**config.mk**
```make
export PLATFORM = sky130hd
export DESIGN_NAME = hazard_scan_flat
export DESIGN_NICKNAME = d
export VERILOG_FILES = /design/src/rtl/hazard_scan_pkg.sv /design/src/rtl/hazard_scan_if.sv /design/src/rtl/hazard_scan_pair_cmp.sv /design/src/rtl/hazard_scan.sv /design/src/flat_wrapper.sv
export SDC_FILE = /design/constraint.sdc
export NUM_CORES = 1
export LEC_CHECK = 0
export BUFFER_PORTS_ARGS = -buffer_cell sky130_fd_sc_hd__buf_2
export CORE_UTILIZATION = 50
export CTS_CLUSTER_DIAMETER = 120
export DETAILED_ROUTE_END_ITERATION = 8
export PLACE_DENSITY_LB_ADDON = 0.3
export SKIP_LAST_GASP = 1
export SLEW_MARGIN = 20
export SYNTH_ARGS = -nofsm -noshare
export SYNTH_HDL_FRONTEND = slang
export SYNTH_SLANG_ARGS = --single-unit
```
**constraint.sdc**
```tcl
create_clock -name clk -period 3.7 [get_ports clk]
set_input_delay 0.925 -clock clk [delete_from_list [all_inputs] [get_ports clk]]
set_output_delay 0.925 -clock clk [all_outputs]
set_load 0.005 [all_outputs]
```
**src/rtl/hazard_scan_pkg.sv**
```systemverilog
// Shared definitions for the hazard scanner: hazard codes, FSM state type,
// instruction field extraction and emit-order helpers.
package hazard_pkg;

  localparam logic [1:0] HZ_RAW = 2'b10;
  localparam logic [1:0] HZ_WAR = 2'b01;
  localparam logic [1:0] HZ_WAW = 2'b11;

  // Widest register index the field helpers handle; instructions are
  // zero-extended to IW_MAX bits before extraction.
  localparam int RW_MAX = 8;
  localparam int IW_MAX = 3 * RW_MAX;

  typedef enum logic [1:0] {
    ST_LOAD = 2'd0,
    ST_SCAN = 2'd1,
    ST_EMIT = 2'd2,
    ST_DONE = 2'd3
  } state_t;

  // Extract one RW-wide field; slot 2 = rd, 1 = rs1, 0 = rs2.
  function automatic logic [RW_MAX-1:0] field_of(input logic [IW_MAX-1:0] instr,
                                                  input int rw, input int slot);
    logic [IW_MAX-1:0] shifted;
    logic [IW_MAX-1:0] keep;
    shifted = instr >> (slot * rw);
    keep    = (IW_MAX'(1'b1) << rw) - IW_MAX'(1'b1);
    return RW_MAX'(shifted & keep);
  endfunction

  function automatic logic [RW_MAX-1:0] rd_of(input logic [IW_MAX-1:0] instr, input int rw);
    return field_of(instr, rw, 2);
  endfunction

  function automatic logic [RW_MAX-1:0] rs1_of(input logic [IW_MAX-1:0] instr, input int rw);
    return field_of(instr, rw, 1);
  endfunction

  function automatic logic [RW_MAX-1:0] rs2_of(input logic [IW_MAX-1:0] instr, input int rw);
    return field_of(instr, rw, 0);
  endfunction

  // Mask layout is {RAW, WAR, WAW}; records leave in that priority order.
  function automatic logic [1:0] first_kind(input logic [2:0] mask);
    logic [1:0] kind;
    if (mask[2]) begin
      kind = HZ_RAW;
    end else if (mask[1]) begin
      kind = HZ_WAR;
    end else if (mask[0]) begin
      kind = HZ_WAW;
    end else begin
      kind = 2'b00;
    end
    return kind;
  endfunction

  function automatic logic [2:0] kind_bit(input logic [1:0] kind);
    logic [2:0] bit_sel;
    case (kind)
      HZ_RAW:  bit_sel = 3'b100;
      HZ_WAR:  bit_sel = 3'b010;
      HZ_WAW:  bit_sel = 3'b001;
      default: bit_sel = 3'b000;
    endcase
    return bit_sel;
  endfunction

endpackage

```
**src/rtl/hazard_scan_if.sv**
```systemverilog
// Load-beat and hazard-record handshakes of the hazard scanner.
// slave = scanner side, master = producer/consumer side.
interface hazard_scan_if #(
  parameter int RW    = 3,
  parameter int DEPTH = 8
);
  localparam int AW = $clog2(DEPTH);

  logic            in_valid;
  logic            in_ready;
  logic [3*RW-1:0] in_data;
  logic            out_valid;
  logic            out_ready;
  logic [1:0]      out_kind;
  logic [AW-1:0]   out_i;
  logic [AW-1:0]   out_j;

  modport slave (
    input  in_valid, in_data, out_ready,
    output in_ready, out_valid, out_kind, out_i, out_j
  );

  modport master (
    output in_valid, in_data, out_ready,
    input  in_ready, out_valid, out_kind, out_i, out_j
  );
endinterface

```
**src/rtl/hazard_scan_pair_cmp.sv**
```systemverilog
// Combinational hazard test for one (older, younger) instruction pair.
// mask = {RAW, WAR, WAW}.
module hazard_pair_cmp
  import hazard_pkg::*;
#(
  parameter int RW        = 3,
  parameter int IGNORE_R0 = 0
) (
  input  logic [3*RW-1:0] older,
  input  logic [3*RW-1:0] younger,
  output logic [2:0]      mask
);

  logic [RW-1:0] rd_o, rs1_o, rs2_o;
  logic [RW-1:0] rd_y, rs1_y, rs2_y;
  logic          raw, war, waw;

  // Register-index equality; index 0 is a non-participant when IGNORE_R0 is set.
  function automatic logic reg_match(input logic [RW-1:0] a, input logic [RW-1:0] b);
    logic hit;
    if ((IGNORE_R0 != 0) && ((a == {RW{1'b0}}) || (b == {RW{1'b0}}))) begin
      hit = 1'b0;
    end else begin
      hit = (a == b);
    end
    return hit;
  endfunction

  // Split both instructions into fields and evaluate the three hazard kinds.
  always_comb begin
    rd_o  = RW'(rd_of(IW_MAX'(older), RW));
    rs1_o = RW'(rs1_of(IW_MAX'(older), RW));
    rs2_o = RW'(rs2_of(IW_MAX'(older), RW));
    rd_y  = RW'(rd_of(IW_MAX'(younger), RW));
    rs1_y = RW'(rs1_of(IW_MAX'(younger), RW));
    rs2_y = RW'(rs2_of(IW_MAX'(younger), RW));
    raw   = reg_match(rd_o, rs1_y) || reg_match(rd_o, rs2_y);
    war   = reg_match(rd_y, rs1_o) || reg_match(rd_y, rs2_o);
    waw   = reg_match(rd_o, rd_y);
    mask  = {raw, war, waw};
  end

endmodule

```
**src/rtl/hazard_scan.sv**
```systemverilog
// Hazard scanner: loads up to DEPTH instructions, walks every (i,j) pair
// with j-i <= WINDOW one per cycle and emits one record per hazard found.
module hazard_scan
  import hazard_pkg::*;
#(
  parameter int RW        = 3,
  parameter int DEPTH     = 8,
  parameter int WINDOW    = DEPTH - 1,
  parameter int IGNORE_R0 = 0
) (
  input  logic           clk,
  input  logic           rst,
  hazard_scan_if.slave   bus,
  input  logic           start,
  output logic           busy,
  output logic           done,
  output logic [15:0]    hazard_count
);

  localparam int AW = $clog2(DEPTH);
  // One extra bit so counts and indices can reach DEPTH itself.
  localparam int CW = AW + 1;

  state_t          state;
  logic [CW-1:0]   fill;
  logic [CW-1:0]   n_instr;
  logic [CW-1:0]   i;
  logic [CW-1:0]   j;
  logic [2:0]      mask;
  logic [3*RW-1:0] mem [DEPTH];

  logic            accept;
  logic            wr_en;
  logic [CW-1:0]   fill_next;
  logic [3*RW-1:0] older;
  logic [3*RW-1:0] younger;
  logic [2:0]      pair_mask;
  logic [2:0]      mask_left;
  logic [CW-1:0]   j_inc;
  logic [CW-1:0]   adv_i;
  logic [CW-1:0]   adv_j;
  logic            adv_done;

  // Load-side bookkeeping: which beats land and where the buffer goes next.
  always_comb begin
    accept    = (state == ST_LOAD) && bus.in_valid && bus.in_ready;
    wr_en     = accept && !rst;
    fill_next = fill + CW'(accept);
  end

  // Instruction buffer: written on every accepted beat, contents never reset.
  always_ff @(posedge clk) begin
    if (wr_en) begin
      mem[fill[AW-1:0]] <= bus.in_data;
    end
  end

  // Current pair operands and the bits still to emit for it.
  always_comb begin
    older     = mem[i[AW-1:0]];
    younger   = mem[j[AW-1:0]];
    mask_left = mask & ~kind_bit(bus.out_kind);
  end

  hazard_pair_cmp #(
    .RW        (RW),
    .IGNORE_R0 (IGNORE_R0)
  ) u_cmp (
    .older   (older),
    .younger (younger),
    .mask    (pair_mask)
  );

  // Next pair: step j inside the window, else restart at (i+1, i+2); done when j runs off.
  always_comb begin
    j_inc = j + CW'(1'b1);
    if ((j_inc < n_instr) && (int'(j_inc - i) <= WINDOW)) begin
      adv_i    = i;
      adv_j    = j_inc;
      adv_done = 1'b0;
    end else begin
      adv_i    = i + CW'(1'b1);
      adv_j    = i + CW'(2'd2);
      adv_done = ((i + CW'(2'd2)) >= n_instr);
    end
  end

  // Control FSM: load, pair scan, record emission, completion; drives all outputs.
  always_ff @(posedge clk) begin
    if (rst) begin
      state         <= ST_LOAD;
      fill          <= {CW{1'b0}};
      n_instr       <= {CW{1'b0}};
      i             <= {CW{1'b0}};
      j             <= CW'(1'b1);
      mask          <= 3'b000;
      bus.in_ready  <= 1'b1;
      bus.out_valid <= 1'b0;
      bus.out_kind  <= 2'b00;
      bus.out_i     <= {AW{1'b0}};
      bus.out_j     <= {AW{1'b0}};
      done          <= 1'b0;
      busy          <= 1'b0;
      hazard_count  <= 16'h0000;
    end else begin
      case (state)
        ST_LOAD: begin
          fill <= fill_next;
          if (start) begin
            n_instr      <= fill_next;
            i            <= {CW{1'b0}};
            j            <= CW'(1'b1);
            bus.in_ready <= 1'b0;
            if (fill_next >= CW'(2'd2)) begin
              state <= ST_SCAN;
              busy  <= 1'b1;
            end else begin
              state        <= ST_DONE;
              done         <= 1'b1;
              hazard_count <= 16'h0000;
            end
          end else begin
            bus.in_ready <= (fill_next < CW'(DEPTH));
          end
        end
        ST_SCAN: begin
          if (pair_mask != 3'b000) begin
            mask          <= pair_mask;
            state         <= ST_EMIT;
            bus.out_valid <= 1'b1;
            bus.out_kind  <= first_kind(pair_mask);
            bus.out_i     <= i[AW-1:0];
            bus.out_j     <= j[AW-1:0];
          end else if (adv_done) begin
            state <= ST_DONE;
            busy  <= 1'b0;
            done  <= 1'b1;
          end else begin
            i <= adv_i;
            j <= adv_j;
          end
        end
        ST_EMIT: begin
          if (bus.out_valid && bus.out_ready) begin
            if (hazard_count != 16'hFFFF) begin
              hazard_count <= hazard_count + 16'h0001;
            end
            if (mask_left != 3'b000) begin
              mask         <= mask_left;
              bus.out_kind <= first_kind(mask_left);
            end else begin
              mask          <= 3'b000;
              bus.out_valid <= 1'b0;
              if (adv_done) begin
                state <= ST_DONE;
                busy  <= 1'b0;
                done  <= 1'b1;
              end else begin
                state <= ST_SCAN;
                i     <= adv_i;
                j     <= adv_j;
              end
            end
          end
        end
        ST_DONE: begin
          if (start) begin
            state        <= ST_LOAD;
            fill         <= {CW{1'b0}};
            hazard_count <= 16'h0000;
            done         <= 1'b0;
            bus.in_ready <= 1'b1;
          end
        end
        default: begin
          state <= ST_LOAD;
        end
      endcase
    end
  end

endmodule

```
**src/flat_wrapper.sv**
```systemverilog
// flat-port wrapper written by rule: the top's interface ports become plain ports
module hazard_scan_flat import hazard_pkg::*;
#(
  parameter int RW        = 3,
  parameter int DEPTH     = 8,
  parameter int WINDOW    = DEPTH - 1,
  parameter int IGNORE_R0 = 0
)
  (clk, rst, start, busy, done, hazard_count, bus_in_valid, bus_in_data, bus_out_ready, bus_in_ready, bus_out_valid, bus_out_kind, bus_out_i, bus_out_j);
  hazard_scan_if #(.RW(RW), .DEPTH(DEPTH)) bus_i ();
  input  logic clk;
  input  logic rst;
  input  logic start;
  output logic busy;
  output logic done;
  output logic [15:0] hazard_count;
  input wire logic [$bits(bus_i.in_valid)-1:0] bus_in_valid;
  input wire logic [$bits(bus_i.in_data)-1:0] bus_in_data;
  input wire logic [$bits(bus_i.out_ready)-1:0] bus_out_ready;
  output wire logic [$bits(bus_i.in_ready)-1:0] bus_in_ready;
  output wire logic [$bits(bus_i.out_valid)-1:0] bus_out_valid;
  output wire logic [$bits(bus_i.out_kind)-1:0] bus_out_kind;
  output wire logic [$bits(bus_i.out_i)-1:0] bus_out_i;
  output wire logic [$bits(bus_i.out_j)-1:0] bus_out_j;
  assign bus_i.in_valid = bus_in_valid;
  assign bus_i.in_data = bus_in_data;
  assign bus_i.out_ready = bus_out_ready;
  assign bus_in_ready = bus_i.in_ready;
  assign bus_out_valid = bus_i.out_valid;
  assign bus_out_kind = bus_i.out_kind;
  assign bus_out_i = bus_i.out_i;
  assign bus_out_j = bus_i.out_j;
  hazard_scan #(.RW(RW), .DEPTH(DEPTH), .WINDOW(WINDOW), .IGNORE_R0(IGNORE_R0)) u_core (.clk(clk), .rst(rst), .bus(bus_i), .start(start), .busy(busy), .done(done), .hazard_count(hazard_count));
endmodule
```
==> results of run 1 <==
-- per-stage QoR --
step           area (um2)  util (%)  worst slack, ns
2_1_floorplan        6630         -            0.419
3_3_place_gp         7080      55.5            0.352
3_5_place_dp         7080      55.5            0.271
4_1_cts              7710      60.3            0.340
5_1_grt              7710      60.3            0.187
6_report             7710      60.3            0.357
-- state kept, by name (all words and copies together), names as in the netlist, 4 cells and up, named ones only --
signal and count:
u_core.mem 72, u_core.hazard_count 16, u_core.fill 4, u_core.i 4, u_core.j 4, u_core.n_instr 4
-- final cells by class --
class	instances	area (um2)	area share, %
Clock inverter	12	158	2.05
Timing Repair Buffer	62	375	4.87
Multi-Input combinational cell	349	3150	40.9
Inverter	21	78.8	1.02
Sequential cell	127	3260	42.3
Tap cell	172	215	2.79
Clock buffer	20	468	6.07
-- layout by cell type, fill, tap and decap left out, drive strengths merged, types with 3 or more instances in the layout --
cell	n
a2111oi	3
a21o	5
a21oi	28
a22oi	3
a311oi	4
a31oi	4
and3	3
buf	62
bufinv	3
clkbuf	20
clkinv	9
dfxtp	55
edfxtp	72
ha	22
inv	20
mux2i	28
mux4	36
nand2	24
nand2b	13
nand3	16
nand3b	3
nand4	4
nor2	44
nor3	12
o2111ai	4
o21a	4
o21ai	15
o31ai	7
or3	8
xnor2	13
xor2	16
-- power breakdown --
group          internal, mW  total (mW)  switching (mW)
clock network          1.12        1.75           0.633
registers              1.62        1.77           0.151
logic                 0.960        2.24            1.28
-- routing by layer --
| layer | GRT usage [%] | up-vias | routed length, um |
|---|---|---|---|
| met5 | 0 | - | 0 |
| met3 | 6.49 | 25 | 776 |
| li1 | - | 2119 | - |
| met2 | 39.1 | 150 | 7310 |
| met1 | 27.5 | 2226 | 6120 |
| met4 | 9.20 | 0 | 247 |
-- cells by family after synthesis --
group / count (synthesis) / share of synthesized area, %
multiplexers: 64 / 17.5
AND/OR/NAND/NOR: 138 / 10.9
XOR/XNOR: 29 / 3.83
buffers and inverters: 45 / 3.39
AO/OA/AOI/OAI: 95 / 10.7
adder cells (fa/ha/maj): 23 / 4.45
flip-flops: 127 / 49.2
-- Yosys cell counts (12+ instances only) --
cell type,n
nand2_1,24
nor2_1,43
xor2_1,16
inv_1,18
nand2b_1,13
mux2i_1,22
xnor2_1,13
ha_1,22
edfxtp_1,72
dfxtp_1,55
a21oi_1,27
mux4_2,35
nand3_1,14
o21ai_0,15
clkbuf_1,12
-- critical path: stages (launching register included) --
cell and delay (ns):
dfxtp_1 0.73, mux4_2 0.61, mux2i_4 0.24, xor2_1 0.11
nor3_2 0.46, nor2_2 0.17, a311oi_4 0.52, a21oi_1 0.12
a311oi_1 0.28
-- worst max path at each step --
stage                             from                                   end  slack (ns)  cells after the start
after floorplan           bus_in_valid  u_core.hazard_count[15]$_SDFFE_PP0P_        0.42                      9
after global placement    bus_in_valid   u_core.hazard_count[8]$_SDFFE_PP0P_        0.35                     10
after detailed placement  bus_in_valid  u_core.hazard_count[15]$_SDFFE_PP0P_        0.27                     10
after CTS                    flip-flop   u_core.bus.out_kind[0]$_SDFFE_PP0P_        0.34                      8
after global routing         flip-flop   u_core.bus.out_kind[0]$_SDFFE_PP0P_        0.19                      8
final                        flip-flop   u_core.bus.out_kind[0]$_SDFFE_PP0P_        0.36                      8
==> metrics.md, run 1 <==
| Metric | Value |
|---|---|
| Fmax | 299 MHz |
| Clk root buf | clkbuf_16 |
| Pwr Total | 5.76 mW |
| Hpwl dp | 9880 um |
| Starting Density | 51.9% |
| Worst Clk Skew | 0.0122 ns |
| Pwr/cell area | 747 mW/mm2 |
| Grt ovf | 0 |
| Worst-Margin Slew | 0.705 ns |
| Later-pin clock latency in the skew report | 0.43 ns |
| Post-synth top flop | edfxtp_1 |
| Nets | 615 |
| Clock-pin slew on the worst setup and hold paths | 0.06 ns |
| Worst Hold Class | reg -> reg |
| Period minus WS final | 3.34 ns |
| Placed cell count | 731 |
| Placement Rows | 41 |
| Hold Path Sink | u_core.n_instr[1]$_SDFFE_PP0P_ |
| Final setup fails | 0 |
| Library cells used by synthesis | 68 |
| DRT Wirelength | 14,500 um |
| P_leak | 2.78 nW |
| Initial DRC count | 379 |
| DIE AREA | 0.0137 mm2 |
| Syn_area_per_cell | 12.7 um2 |
| Outcome | completed |
| Worst Hold Path Cells | 2 |
| Gate Count Post-Synth | 521 |
| WL/cell | 18.9 um |
| Post-synth EDFFs | 72 |
| Crit path kind | reg -> reg |
| Die Ht | 117 um |
| Final antenna-violating net count | 0 |
| Yosys reg bits | 127 |
| Reg2Reg Setup Slack | 0.36 ns |
| Critical Path Sink Type | flip-flop |
| Synth area leaders | edfxtp_1 (33%), dfxtp_1 (17%), mux4_2 (12%), ha_1 (4.1%), mux2i_1 (3.3%) |
| # fillers | 969 |
| Core area | 0.0128 mm2 |
| Worst endpoint required time | 4.03 ns |
| Port-buffer cells | 41 |
| Total track usage | 23.0% |
| Syn_nets | 558 |
| Clock Path Buffers | 2 |
| Ys async rst share | 0% |
| Num CTS Buffers | 17 |
| Inserted Diodes | 0 |
| R2r endpoint | u_core.bus.out_kind[0]$_SDFFE_PP0P_ |
| Worst hold path startpoint | u_core.n_instr[1]$_SDFFE_PP0P_ |
| Die Wd | 117 um |
| FF-to-FF path depth | 8 |
| Num ports | 42 |
| Final slew viol count | 0 |
| Via Count | 4,520 |
| PostCTS Resize Cnt | 0 |
| Warnings from Yosys | 0 |
| # DRC | 0 |
| Via-to-Cell Ratio | 5.92 |
| Mapped Area | 0.00663 mm2 |
| Largest net degree at the start of global routing | 33 |
| CTS Sinks | 127 |
| H-tree Lvls | 4 |
| Drt pass-1 iters | 5 |
| Synthesis-to-finish area growth | 16.2% |
| First-pass GRT wire length | 23,100 um |
| Yosys top cell area share | 32.6% |
| Vias in the first global route | 4,561 |
| Max-cap violations | 0 |
| Final hold violations | 0 |
| Crit start category | flip-flop |
| RSZ-0062 raised after global routing | no |
| Final setup TNS | 0 ns |
| Worst path arrival time | 3.67 ns |
| Max-slew headroom | 53.0% |
| Crit-path max FO | 11 |
| GPL Wtd Cong | 0.907 |
| Post-CTS Setup Bufs | 0 |
| Max IR drop VDD | 352 uV |
| Layout cell share with drive strength beyond 1 | 25.0% |
| Worst hold slack | 0.473 ns |
| Initial antenna violation count | 0 |
| CTS tree | done |
| Post-Layout Cell Count | 763 |
| Tcrit/Tclk final | 90.3% |
| Hold Buf Count CTS | 0 |
| Cell taking the most area after synthesis | edfxtp_1 |
| Register area share after synthesis | 49.2% |
Note: power is estimated with default switching activity, not from simulation.
==> run 2, diff against run 1 <==
Clock period 3.7 ns to 2.7 ns, I/O delays scaled along.
==> metrics.md, run 2 (synthesis gave the netlist of run 1 again) <==
| Metric | Value |
|---|---|
| Die Wd | 117 um (unchanged) |
| Final setup TNS | -1.92 ns (-1.92 ns) |
| Num ports | 42 (unchanged) |
| Final core occ | 68.8% (+8.5 points) |
| Pwr/cell area | 1030 mW/mm2 (+37%) |
| Hold Buf Count CTS | 0 (unchanged) |
| Max IR drop VDD | 633 uV (+80%) |
| Clock Path Buffers | 2 (unchanged) |
| Hpwl dp | 10,500 um (+6.5%) |
| Crit start category | flip-flop |
| Final slew viol count | 0 (unchanged) |
| Num CTS Buffers | 17 (unchanged) |
| Largest net degree at the start of global routing | 32 (-3.0%) |
| Commonest cells after routing, fill and taps aside | buf_4 (72), edfxtp_1 (72), dfxtp_1 (48) |
| Failing checks | setup timing |
| Initial antenna violation count | 0 (unchanged) |
| Core area | 0.0128 mm2 (unchanged) |
| RSZ-0062 raised after global routing | yes |
| Die Ht | 117 um (unchanged) |
| Outcome | finished with violations |
| GPL Wtd Cong | 0.830 (-8.4%) |
| Worst path arrival time | 3.20 ns (-0.47 ns) |
| Crit-path max FO | 6 (-5) |
| CTS Sinks | 127 (unchanged) |
| Placement Rows | 41 (unchanged) |
| Grt ovf | 0 (unchanged) |
| CP Cell Sequence | buf_12, mux4_2, mux2i_4, buf_12, xor2_4, nor3_4, buf_12, nor3_4, a21oi_4, buf_6, or3_1, a21oi_1 |
| Final antenna-violating net count | 0 (unchanged) |
| Critical Path Slowest Stage Cell | mux4_2 |
| Placed cell count | 776 (+6.2%) |
| Starting Density | 51.9% (unchanged) |
| Most used cell along the critical path | buf_12 |
| Max-cap violations | 0 (unchanged) |
| Synthesis-to-finish area growth | 32.5% |
| Later-pin clock latency in the skew report | 0.42 ns (about the same) |
| Largest stage delay on the critical path | 0.53 ns (-0.20 ns) |
| P_leak | 3.24 nW (+17%) |
| Met3 WL | 913 um (+18%) |
| Crit path kind | reg -> reg |
| Final hold violations | 0 (unchanged) |
| Post-DP Area | 0.00758 mm2 (+7.1%) |
| Worst Clk Skew | 0.00991 ns (-0.00228 ns) |
| Number of flip-flops in the largest register | 72 (unchanged) |
| Post-Layout Cell Count | 837 (+9.7%) |
| Worst Hold Class | reg -> reg |
| Via-to-Cell Ratio | 5.85 (-1.2%) |
| Drt pass-1 iters | 5 (unchanged) |
| Met1 Routed Length | 6580 um (+7.4%) |
| Inserted Diodes | 0 (unchanged) |
| # DRC | 0 (unchanged) |
| Port-buffer cells | 41 (unchanged) |
| Vias in the first global route | 5,150 (+13%) |
| Worst hold slack | 0.466 ns (-0.00755 ns) |
| Critical Path Sink Type | flip-flop |
| Final setup fails | 22 (+22) |
| Period minus WS final | 2.85 ns (-0.494 ns) |
| Worst endpoint required time | 3.05 ns (-0.98 ns) |
| Layout cell share with drive strength beyond 1 | 41.5% (+16 points) |
| CTS tree | done |
| Highest routed layer | met4 |
| DRT Wirelength | 16,800 um (+16%) |
| Initial DRC count | 375 (-1.1%) |
| Worst-Margin Slew | 0.523 ns (-0.182 ns) |
| WL/cell | 20.0 um (+5.7%) |
| Clock-pin slew on the worst setup and hold paths | 0.06 ns (about the same) |
| Clk root buf | clkbuf_16 |
| Cell area after layout | 0.00879 mm2 (+14%) |
| Fmax | 351 MHz (+17%) |
| Via Count | 4,899 (+8.4%) |
| Max-slew headroom | 64.3% (+11 points) |
| Met2 wire length | 8680 um (+19%) |
| Tcrit/Tclk final | 106% (+15 points) |
| First-pass GRT wire length | 26,000 um (+13%) |
| Total track usage | 26.3% (+3.4 points) |
| H-tree Lvls | 4 (unchanged) |
| Top delay family on crit path | multiplexers |
| DIE AREA | 0.0137 mm2 (unchanged) |
| Worst Path Buf+Inv | 4 (+4) |
| Nets | 689 (+12%) |
| Setup slack after layout | -0.149 ns (-0.506 ns) |
## run 2: cell count changes in the layout (fill, tap and decap cells not counted), sizes merged
| cell | before | now |
|---|---|---|
| clkbuf | 20 | 17 |
| clkinv | 9 | 11 |
| buf | 62 | 136 |
| bufinv | 3 | 1 |
| clkinvlp | 1 | 3 |
| inv | 20 | 21 |
## run 2: cell type report
type / count / area [um2]
multi-input combinational: 349 / 3530
clock buffer: 17 / 425
tap: 172 / 215
timing repair buffer: 136 / 1140
fill: 856 / 3990
inverter: 21 / 78.8
sequential: 127 / 3280
clock inverter: 15 / 119
## run 2: final timing paths
| check | startpoint | slack (ns) | to | depth (start not counted) |
|---|---|---|---|---|
| setup / recovery | flip-flop | -0.15 | u_core.j[3]$_SDFFE_PP0P_ | 12 |
| hold / removal | u_core.n_instr[1]$_SDFFE_PP0P_ | 0.47 | u_core.n_instr[1]$_SDFFE_PP0P_ | 2 |
| setup reg to reg | flip-flop | -0.15 | u_core.j[3]$_SDFFE_PP0P_ | 12 |
| hold reg to reg | u_core.n_instr[1]$_SDFFE_PP0P_ | 0.47 | u_core.n_instr[1]$_SDFFE_PP0P_ | 2 |
## run 2: per-layer routing
layer | up-vias | global-route usage [%]
met5 | - | 0
met4 | 0 | 13.6
met3 | 43 | 5.92
met2 | 173 | 46.5
met1 | 2429 | 29.9
li1 | 2254 | -
## run 2: through the flow
step	setup slack, ns	total power, mW
global route	-0.229	9.49
finish	-0.149	9.03
global placement	-0.314	5.93
detailed placement	-0.359	6.04
floorplan	-0.290	4.89
CTS	-0.127	8.81
## run 2: where the power goes
| part | internal (mW) | total [mW] | switching (mW) |
|---|---|---|---|
| registers | 2.23 | 2.39 | 0.162 |
| logic | 2.28 | 4.53 | 2.25 |
| clock network | 1.25 | 2.11 | 0.852 |
| total | 5.76 | 9.03 | 3.27 |
## run 2: what timing repair did
item	4_1_cts	5_1_grt
setup buffers	25	9
cloned	2	0
setup endpoints to repair	36	42
pin swaps	35	14
gates resized for setup	52	25
## run 2: worst min-delay path, cell delays in order (launching register included)
cell,delay [ns]
dfxtp_1,0.31
nand2_1,0.05
a21oi_1,0.05
==> run 3, diff against run 2 <==
Settings changed: MAX_ROUTING_LAYER set to met4, PLACE_DENSITY set to 0.71, PLACE_DENSITY_LB_ADDON 0.3 to not set.
==> metrics.md, run 3 (synthesis gave the netlist of run 1 again) <==
| Metric | Value |
|---|---|
| Outcome | finished with violations |
| Failing checks | setup timing |
| Worst slack, placed | -0.398 ns (-0.0396 ns) |
| Starting Density | 51.9% (unchanged) |
| CTS tree | done |
| Final slew viol count | 0 (unchanged) |
| Worst endpoint required time | 3.04 ns (about the same) |
| RSZ-0062 raised after global routing | yes |
| Drt pass-1 iters | 4 (-1) |
| Grt ovf | 0 (unchanged) |
| Via-to-Cell Ratio | 5.75 (-1.7%) |
| Synthesis-to-finish area growth | 31.9% |
| Worst hold slack | 0.461 ns (-0.00468 ns) |
| Clock Path Buffers | 2 (unchanged) |
| Via Count | 4,815 (-1.7%) |
| FF-to-FF path depth | 11 (-1) |
| Inserted Diodes | 0 (unchanged) |
| CTS Sinks | 127 (unchanged) |
| Critical Path Sink Type | flip-flop |
| Pwr/cell area | 1040 mW/mm2 (+1.5%) |
| GPL Wtd Cong | 0.903 (+8.7%) |
| Area of the multi-input gates | 0.00350 mm2 (-0.71%) |
| Final hold violations | 0 (unchanged) |
| Core area | 0.0128 mm2 (unchanged) |
| Vias in the first global route | 4,681 (-9.1%) |
| DIE AREA | 0.0137 mm2 (unchanged) |
| Final setup fails | 27 (+23%) |
| # fillers | 856 (unchanged) |
| Worst Clk Skew | 0.00667 ns (-0.00324 ns) |
| WL/cell | 18.9 um (-5.7%) |
| Worst-Margin Slew | 0.618 ns (+0.0955 ns) |
| Tcrit/Tclk final | 105% (-0.41 points) |
| Largest net degree at the start of global routing | 32 (unchanged) |
| Total track usage | 25.3% (-1.0 points) |
| Number of flip-flops in the largest register | 72 (unchanged) |
| First-pass GRT wire length | 24,400 um (-6.3%) |
| Worst path arrival time | 3.18 ns (-0.02 ns) |
| Worst Hold Path Cells | 2 (unchanged) |
| Post-Layout Cell Count | 837 (unchanged) |
| Placement Rows | 41 (unchanged) |
| Pwr Total | 9.13 mW (+1.1%) |
| Final antenna-violating net count | 0 (unchanged) |
| Die Ht | 117 um (unchanged) |
| # DRC | 0 (unchanged) |
| Clock-pin slew on the worst setup and hold paths | 0.06 ns (about the same) |
| Later-pin clock latency in the skew report | 0.42 ns (about the same) |
| Crit-path max FO | 10 (+4) |
| Commonest non-fill, non-tap cell in the layout | buf_4 |
| Crit start category | flip-flop |
| Max-slew headroom | 57.7% (-6.5 points) |
| Fmax | 352 MHz (+0.39%) |
| Layout cell share with drive strength beyond 1 | 41.8% (+0.30 points) |
| Initial DRC count | 360 (-4.0%) |
| Die Wd | 117 um (unchanged) |
| Worst Hold Class | reg -> reg |
| H-tree Lvls | 4 (unchanged) |
| Setup slack after layout | -0.137 ns (+0.0112 ns) |
| Hpwl dp | 10,500 um (-0.24%) |
| Period minus WS final | 2.84 ns (-0.0112 ns) |
| Clk root buf | clkbuf_16 |
| Num CTS Buffers | 17 (unchanged) |
| Port-buffer cells | 41 (unchanged) |
| DRT Wirelength | 15,800 um (-5.7%) |
| Max IR drop VDD | 732 uV (+16%) |
| Commonest cells after routing, fill and taps aside | buf_4 (78), edfxtp_1 (72), dfxtp_1 (49) |
| Nets | 690 (+0.15%) |
| Initial antenna violation count | 0 (unchanged) |
| Placed cell count | 780 (+0.52%) |
| Crit path kind | reg -> reg |
| P_leak | 3.21 nW (-1.0%) |
| Register area | 0.00328 mm2 (about the same) |
| Num ports | 42 (unchanged) |
| Max-cap violations | 0 (unchanged) |
| Final setup TNS | -2.11 ns (-0.191 ns) |
## run 3: cell types whose count changed in the layout (fill, tap and decap cells not counted), sizes merged
cell,delta
clkinv,-4
inv,+2
buf,+1
bufinv,+1
## run 3: timing repair
action / in CTS / in global routing
resized for setup: 20 / 46
endpoints found under the hold margin: 0 / 0
hold buffers: 0 / 0
buffers inserted: 15 / 10
pin swaps: 19 / 29
gates cloned: 2 / 0
endpoints found under the setup margin: 37 / 40
## run 3: final timing paths
path | start | slack [ns] | to
worst min-delay path | u_core.n_instr[1]$_SDFFE_PP0P_ | 0.46 | u_core.n_instr[1]$_SDFFE_PP0P_
worst min register to register | u_core.n_instr[1]$_SDFFE_PP0P_ | 0.46 | u_core.n_instr[1]$_SDFFE_PP0P_
worst max register to register | flip-flop | -0.14 | u_core.i[2]$_SDFFE_PP0N_
worst max-delay path | flip-flop | -0.14 | u_core.i[2]$_SDFFE_PP0N_
## run 3: final cells by class
class / instances / area share, %
Clock buffer: 17 / 4.86
Tap cell: 172 / 2.46
Multi-Input combinational cell: 349 / 40.1
Sequential cell: 127 / 37.5
Clock inverter: 14 / 1.83
Inverter: 21 / 0.901
Timing Repair Buffer: 137 / 12.4
## run 3: power by group
group / internal (mW) / leakage (nW) / total [mW] / switching [mW]
registers: 2.23 / 1.10 / 2.40 / 0.177
clock network: 1.37 / 0.279 / 2.26 / 0.887
logic: 2.26 / 1.83 / 4.46 / 2.20
total: 5.86 / 3.21 / 9.13 / 3.26
## run 3: per-stage QoR
stage / utilization (%) / instance area, um2
2_1_floorplan: - / 6750
3_3_place_gp: 59.7 / 7630
3_5_place_dp: 59.7 / 7630
4_1_cts: 66.1 / 8440
5_1_grt: 68.5 / 8750
6_report: 68.5 / 8750
## run 3: worst max-delay path: stages (launching register included)
cell,delay (ns)
dfxtp_4,0.37
buf_12,0.15
buf_6,0.11
buf_4,0.12
mux4_2,0.31
mux2i_4,0.31
xor2_2,0.24
nor3_4,0.10
nor3_4,0.23
a21oi_4,0.13
or4_1,0.51
a21oi_2,0.17
## run 3: routing by layer
layer | vias to the layer above | track usage (%) | part of all wire (%)
li1 | 2260 | - | -
met1 | 2400 | 29.3 | 42
met2 | 132 | 42.9 | 52
met3 | 23 | 6.33 | 4.1
met4 | 0 | 8.69 | 2.0
met5 | - | - | 0
